[src/rtl/e1_tdm_mux.sv]
// E1 TDM multiplexer: NCH per-channel byte FIFOs served round-robin, one slot per clock.
// Optional sticky overflow status (ovfclr/ovfsta) is built when E1_TDM_MUX_OVF_STAT_EN is defined.
module e1_tdm_mux #(
    parameter int WID   = 8,
    parameter int NCH   = 21,
    parameter int CHB   = 5,
    parameter int DEPTH = 4
) (
    input  logic               clk,
    input  logic               rstn,
    input  logic [NCH*WID-1:0] di,
    input  logic [NCH-1:0]     vld,
`ifdef E1_TDM_MUX_OVF_STAT_EN
    input  logic [NCH-1:0]     ovfclr,
    output logic [NCH-1:0]     ovfsta,
`endif
    output logic [CHB-1:0]     oid,
    output logic [WID-1:0]     dout,
    output logic               dovld,
    output logic [NCH-1:0]     full,
    output logic [NCH-1:0]     ovf
);

    localparam int PW = $clog2(DEPTH);
    localparam int CW = PW + 1;

    logic [CHB-1:0] chcnt_q, chcnt_d;
    logic [PW-1:0]  wptr_q [NCH];
    logic [PW-1:0]  wptr_d [NCH];
    logic [PW-1:0]  rptr_q [NCH];
    logic [PW-1:0]  rptr_d [NCH];
    logic [CW-1:0]  cnt_q  [NCH];
    logic [CW-1:0]  cnt_d  [NCH];
    logic [WID-1:0] mem_q  [NCH][DEPTH];

    logic [NCH-1:0] push_s;
    logic [NCH-1:0] pop_s;
    logic [NCH-1:0] full_q, full_d;
    logic [NCH-1:0] ovf_q, ovf_d;
    logic [CHB-1:0] oid_q, oid_d;
    logic [WID-1:0] dout_q, dout_d;
    logic [WID-1:0] rdata_s;
    logic           dovld_q, dovld_d;

    // Per-channel push/pop decisions; pop uses the pre-push count so a byte never bypasses its FIFO.
    always_comb begin
        push_s  = '0;
        pop_s   = '0;
        ovf_d   = '0;
        full_d  = '0;
        rdata_s = '0;
        for (int c = 0; c < NCH; c++) begin
            wptr_d[c] = wptr_q[c];
            rptr_d[c] = rptr_q[c];
            cnt_d[c]  = cnt_q[c];
            if ((chcnt_q == CHB'(c)) && (cnt_q[c] != '0)) begin
                pop_s[c] = 1'b1;
                rdata_s  = mem_q[c][rptr_q[c]];
            end else begin
                pop_s[c] = 1'b0;
            end
            if (vld[c] && ((cnt_q[c] != CW'(DEPTH)) || pop_s[c])) begin
                push_s[c] = 1'b1;
            end else begin
                push_s[c] = 1'b0;
            end
            ovf_d[c] = vld[c] & ~push_s[c];
            if (push_s[c]) begin
                wptr_d[c] = wptr_q[c] + PW'(1);
            end else begin
                wptr_d[c] = wptr_q[c];
            end
            if (pop_s[c]) begin
                rptr_d[c] = rptr_q[c] + PW'(1);
            end else begin
                rptr_d[c] = rptr_q[c];
            end
            case ({push_s[c], pop_s[c]})
                2'b10:   cnt_d[c] = cnt_q[c] + CW'(1);
                2'b01:   cnt_d[c] = cnt_q[c] - CW'(1);
                default: cnt_d[c] = cnt_q[c];
            endcase
            full_d[c] = (cnt_d[c] == CW'(DEPTH));
        end
    end

    // Slot counter and registered slot result; dout holds its last byte on idle slots.
    always_comb begin
        if (chcnt_q == CHB'(NCH - 1)) begin
            chcnt_d = '0;
        end else begin
            chcnt_d = chcnt_q + CHB'(1);
        end
        oid_d   = chcnt_q;
        dovld_d = |pop_s;
        if (|pop_s) begin
            dout_d = rdata_s;
        end else begin
            dout_d = dout_q;
        end
    end

    // FIFO storage carries no reset; unread entries are never observable.
    always_ff @(posedge clk) begin
        for (int c = 0; c < NCH; c++) begin
            if (push_s[c]) begin
                mem_q[c][wptr_q[c]] <= di[c*WID +: WID];
            end
        end
    end

    // Control state and output registers.
    always_ff @(posedge clk or negedge rstn) begin
        if (!rstn) begin
            chcnt_q <= '0;
            oid_q   <= '0;
            dout_q  <= '0;
            dovld_q <= 1'b0;
            full_q  <= '0;
            ovf_q   <= '0;
            for (int c = 0; c < NCH; c++) begin
                wptr_q[c] <= '0;
                rptr_q[c] <= '0;
                cnt_q[c]  <= '0;
            end
        end else begin
            chcnt_q <= chcnt_d;
            oid_q   <= oid_d;
            dout_q  <= dout_d;
            dovld_q <= dovld_d;
            full_q  <= full_d;
            ovf_q   <= ovf_d;
            for (int c = 0; c < NCH; c++) begin
                wptr_q[c] <= wptr_d[c];
                rptr_q[c] <= rptr_d[c];
                cnt_q[c]  <= cnt_d[c];
            end
        end
    end

    assign oid   = oid_q;
    assign dout  = dout_q;
    assign dovld = dovld_q;
    assign full  = full_q;
    assign ovf   = ovf_q;

`ifdef E1_TDM_MUX_OVF_STAT_EN
    logic [NCH-1:0] ovfsta_q, ovfsta_d;

    // Sticky overflow: a new drop in the same cycle as a clear keeps the bit set.
    always_comb begin
        ovfsta_d = ovf_d | (ovfsta_q & ~ovfclr);
    end

    // Sticky overflow register.
    always_ff @(posedge clk or negedge rstn) begin
        if (!rstn) begin
            ovfsta_q <= '0;
        end else begin
            ovfsta_q <= ovfsta_d;
        end
    end

    assign ovfsta = ovfsta_q;
`endif

endmodule

[config.mk]
export PLATFORM = sky130hd
export DESIGN_NAME = e1_tdm_mux
export DESIGN_NICKNAME = d
export VERILOG_FILES = /design/src/rtl/e1_tdm_mux.sv
export SDC_FILE = /design/constraint.sdc
export NUM_CORES = 1
export LEC_CHECK = 0
export ABC_AREA = 1
export BUFFER_PORTS_ARGS = -buffer_cell sky130_fd_sc_hd__buf_2
export CELL_PAD_IN_SITES_DETAIL_PLACEMENT = 0
export CELL_PAD_IN_SITES_GLOBAL_PLACEMENT = 1
export CORE_MARGIN = 1
export CORE_UTILIZATION = 31
export CTS_BUF_LIST = sky130_fd_sc_hd__clkbuf_16
export CTS_CLUSTER_SIZE = 40
export DETAILED_ROUTE_END_ITERATION = 8
export PLACE_DENSITY_LB_ADDON = 0.1
export SKIP_LAST_GASP = 1
export SLEW_MARGIN = 25
export SYNTH_ARGS = -nofsm -noshare
export SYNTH_HDL_FRONTEND = slang
export SYNTH_SLANG_ARGS = --single-unit
[constraint.sdc]
create_clock -name clk -period 4.2 [get_ports clk]
set_clock_uncertainty 0.2 [all_clocks]
set_input_delay 0.63 -clock clk [delete_from_list [all_inputs] [get_ports clk]]
set_output_delay 0.63 -clock clk [all_outputs]
set_load 0.02 [all_outputs]
==> results by group <==
GRT
  • All-layer global routing usage: between 10% and 20%
  • Largest net degree at the start of global routing: 84
  • Vias in the first global route: about 25000
  • GRT overflow: 0
  • First-pass GRT wire length: between 150000 and 200000 um
  • Initial antenna violation count: 17

Timing
  • Worst hold slack: roughly 0.05 ns
  • Final hold vios: 0
  • Setup tns final: 0 ns
  • Fmax: about 270 MHz
  • Slew @ Worst Pin: between 1 and 1.5 ns
  • Period utilization: about 90%
  • Final setup violating endpoints: 0
  • Slew headroom: 31.4%
  • Tmin final: about 3.7 ns
  • RSZ-0062 raised after global routing: false
  • Slew Limit Fails: 0

Floorplan
  • Height of the die: around 350 um
  • Initial Util: 31.3%
  • Die Wd: between 300 and 400 um
  • Core ar.: approximately 0.12 sq mm
  • Site row count: approximately 130
  • # IOs: ~250
  • Die area: approximately 0.12 sq mm

Yosys
  • Library cells used by synthesis: 56
  • Share of the synthesized area in the top cell type: 53.7%
  • Synthesized-area fraction occupied by adder cells: 4.22%
  • Post-synthesis xor/xnor area fraction: 2.12%
  • Post-synthesis simple-gate area fraction: a little under an eighth
  • Flops & latches, synth: slightly below 900
  • Syn_nets: 3538
  • Asr flop ratio synth: between 20% and 30%
  • Avg Inst Size Synth: around 12 sq um
  • Main combinational cell family by area after synthesis: simple AND/OR/NAND/NOR gates
  • Synth Flop Type: edfxtp_1
  • Compound-gate portion of the synthesized area: under 10%
  • Register area share after synthesis: a little under 70%
  • Mux cell area share after synthesis: less than 1%
  • Post-synthesis instance total: around 3200
  • Number of flops mapped to enable cells by yosys: approximately 670
  • Leading cell types by total area after synthesis: edfxtp_1 54%, dfrtp_1 14%, nor2_1 5.6%
  • Area leader, netlist: edfxtp_1
  • Cell area after synthesis: about 0.038 sq mm
  • Synth warn: 0

Setup path
  • FF-to-FF path depth: 24
  • Startpoint types: register
  • Worst path slowest cell: dfrtp_1
  • Most used cell, CP: nand2_1
  • CP Class: reg -> reg
  • CP delay by family, top: simple AND/OR/NAND/NOR gates
  • Cell Chain, Critical Path: inv_1, ha_1, inv_1, nor2_2, buf_4, nand3_2, inv_1, a31oi_1, nand2_1, nand3_1, nand2_1, nand2_1, nand2_1, nand3_1, nand2_1, nand3_1, o21ai_1, nand2_1, nand2_1, nand2_1, nand2_1, nand2_1, nand2_1, nand3_1
  • Crit path max fanout: 17
  • Reg2reg start: chcnt_q[0]
  • Slowest stage delay, CP: between 0.4 and 0.5 ns
  • Worst reg2reg setup slack: roughly 0.46 ns
  • Req. time, crit path: between 4 and 5 ns
  • WP buf/inv: 4
  • CP arrival: roughly 4.1 ns
  • Reg-to-reg endpoint: dout[4]
  • Crit. End Element: register

Pwr
  • Lkg Pwr: around 18 nW
  • Pwr per Cell Area: between 600 and 700 mW/mm^2
  • Max VDD drop: 0.351 mV

CTS
  • CTS Buf Count: 104
  • Clock Latency Late Sink: between 0.6 and 0.7 ns
  • Post-CTS sizing: 0
  • Clk pin slew, worst setup/hold paths: ~0.06 ns
  • CTS tree: yes
  • Largest buffer count on any clock path: 3
  • CTS root buf: clkbuf_16
  • CTS H-tree lvls: 3
  • Setup bufs post-CTS: 0
  • CTS sink cnt: 880

Finish
  • Commonest non-fill, non-tap cells in the layout: 672 x edfxtp_1, 556 x nor2_1, 382 x nand2_1, 362 x inv_1, 294 x o21ai_0
  • Final nets: roughly 4000
  • Most common cell after layout, fill and taps aside: edfxtp_1
  • Final core utilization: between 30% and 40%
  • Share of cells above drive strength 1: between 10% and 20%
  • Area Overhead vs Synth: 22.4%

Drt
  • Residual DRC: 0
  • Max layer used: met5
  • Routed Antenna Nets: 0
  • Met3 wire len: 4690 um
  • Routed via count: between 20000 and 30000
  • DR vias/cell: about 4.6
  • Routed length on met2: 49800 um
  • WL final: 104000 um
  • DR iter-0 viols: between 1000 and 1500
  • Met1 wire length: approximately 47000 um
  • Drt wl/cell: ~19 um
  • Drt pass-1 iters: 5

Run
  • Max Cap Viol: 0

Place
  • DP HPWL: between 70000 and 80000 um
  • Port bufs: 246
  • Final GP Congestion: about 0.77

Hold path
  • Hold Startpoint: di[60]
  • Hold-critical path endpoint: mem_q[0][244]
  • Hold depth: 1
  • Worst Hold Class: in -> reg

Outcome
  • Outcome: finished, final reports clean
[cell type report]
class                   instances  area, sq um
clock inverters                89          652
flip-flops and latches        880        25400
multi-input cells            1897        10400
repair buffers                488         3540
well taps                    1612         2020
inverters                     349         1310
clock buffers                 107         2680
fillers                     11677        74100
diodes                          8         20.0
[worst reg2reg max path, delay by kind of cell, from the launching register on]
| kind | cells | cell delay (ns) |
|---|---|---|
| AOI/OAI and AO/OA | 2 | 0.39 |
| adders and majority gates | 1 | 0.14 |
| buffers and inverters | 4 | 0.61 |
| DFF | 1 | 0.45 |
| and+or+nand+nor | 17 | 1.84 |
[power breakdown]
| part | total, mW | switching, mW | internal [mW] |
|---|---|---|---|
| clock | 8.74 | 3.55 | 5.19 |
| sequential | 13.0 | 1.36 | 11.7 |
| combinational | 8.16 | 5.53 | 2.62 |
[sequential cells by signal, summed over array words and instances, names as in the netlist, 5 cells and up]
signal and flops:
dout 8, rptr_q 42, wptr_q 42, full 21
ovf 21, cnt_q 63, chcnt_q 5, oid 5
mem_q 672
[what timing repair did]
action / CTS / global route
hold endpoints to repair: 761 / 0
setup endpoints to repair: 0 / 0
hold buffers: 181 / 0
[cells in the mapped netlist (5+ instances only)]
cell type  number
edfxtp_1      672
nor2_1        556
nand2_1       382
inv_1         326
o21ai_0       294
dfrtp_1       208
a21oi_1       118
ha_1           93
xor2_1         86
o22ai_1        77
clkbuf_1       69
nand3_1        69
nand4_1        27
fa_1           21
buf_2          20
inv_2          18
o221ai_1       16
a31oi_1        13
o32ai_1        13
nor3_1         11
nor3b_1        11
o21a_1          9
o21ai_1         9
a221oi_1        8
buf_6           8
o31ai_1         8
a32o_1          7
and3_1          7
buf_1           7
a221o_1         5
nand2_2         5
nand3_2         5
or2_2           5
xnor2_1         5
[per-layer routing]
layer	vias to the layer above	track usage [%]
met5	-	0
met4	14	5.05
met3	142	3.31
met2	435	28.1
met1	12319	22.3
li1	12099	-
[through the flow]
stage               cell area [sq um]  total power, mW  setup WS (ns)  cells
finish                          46000             29.9          0.462   5430
global route                    46000             31.9         0.0448   5428
CTS                             46000             30.4          0.419   5422
detailed placement              40800             21.4          0.446   5045
global placement                40800             21.1          0.509   5045
floorplan                       37600             18.1           1.29   3233
[cells by family after synthesis]
family          count (synthesis)
xor+xnor                       91
buf+inv                       456
simple gates                 1090
compound gates                596
mux                             6
flops                         880
fa+ha+maj                     114
[worst max path at each step]
stage               endpoint       start  cells after the start  slack, ns
floorplan            full[6]  chcnt_q[0]                     15       1.29
global route         dout[3]  chcnt_q[0]                     29       0.04
finish               dout[4]  chcnt_q[0]                     24       0.46
CTS                  dout[4]  chcnt_q[0]                     24       0.42
detailed placement   dout[4]  chcnt_q[0]                     24       0.45
global placement     dout[3]  chcnt_q[1]                     28       0.51
Note: power is estimated with default switching activity, not from simulation.
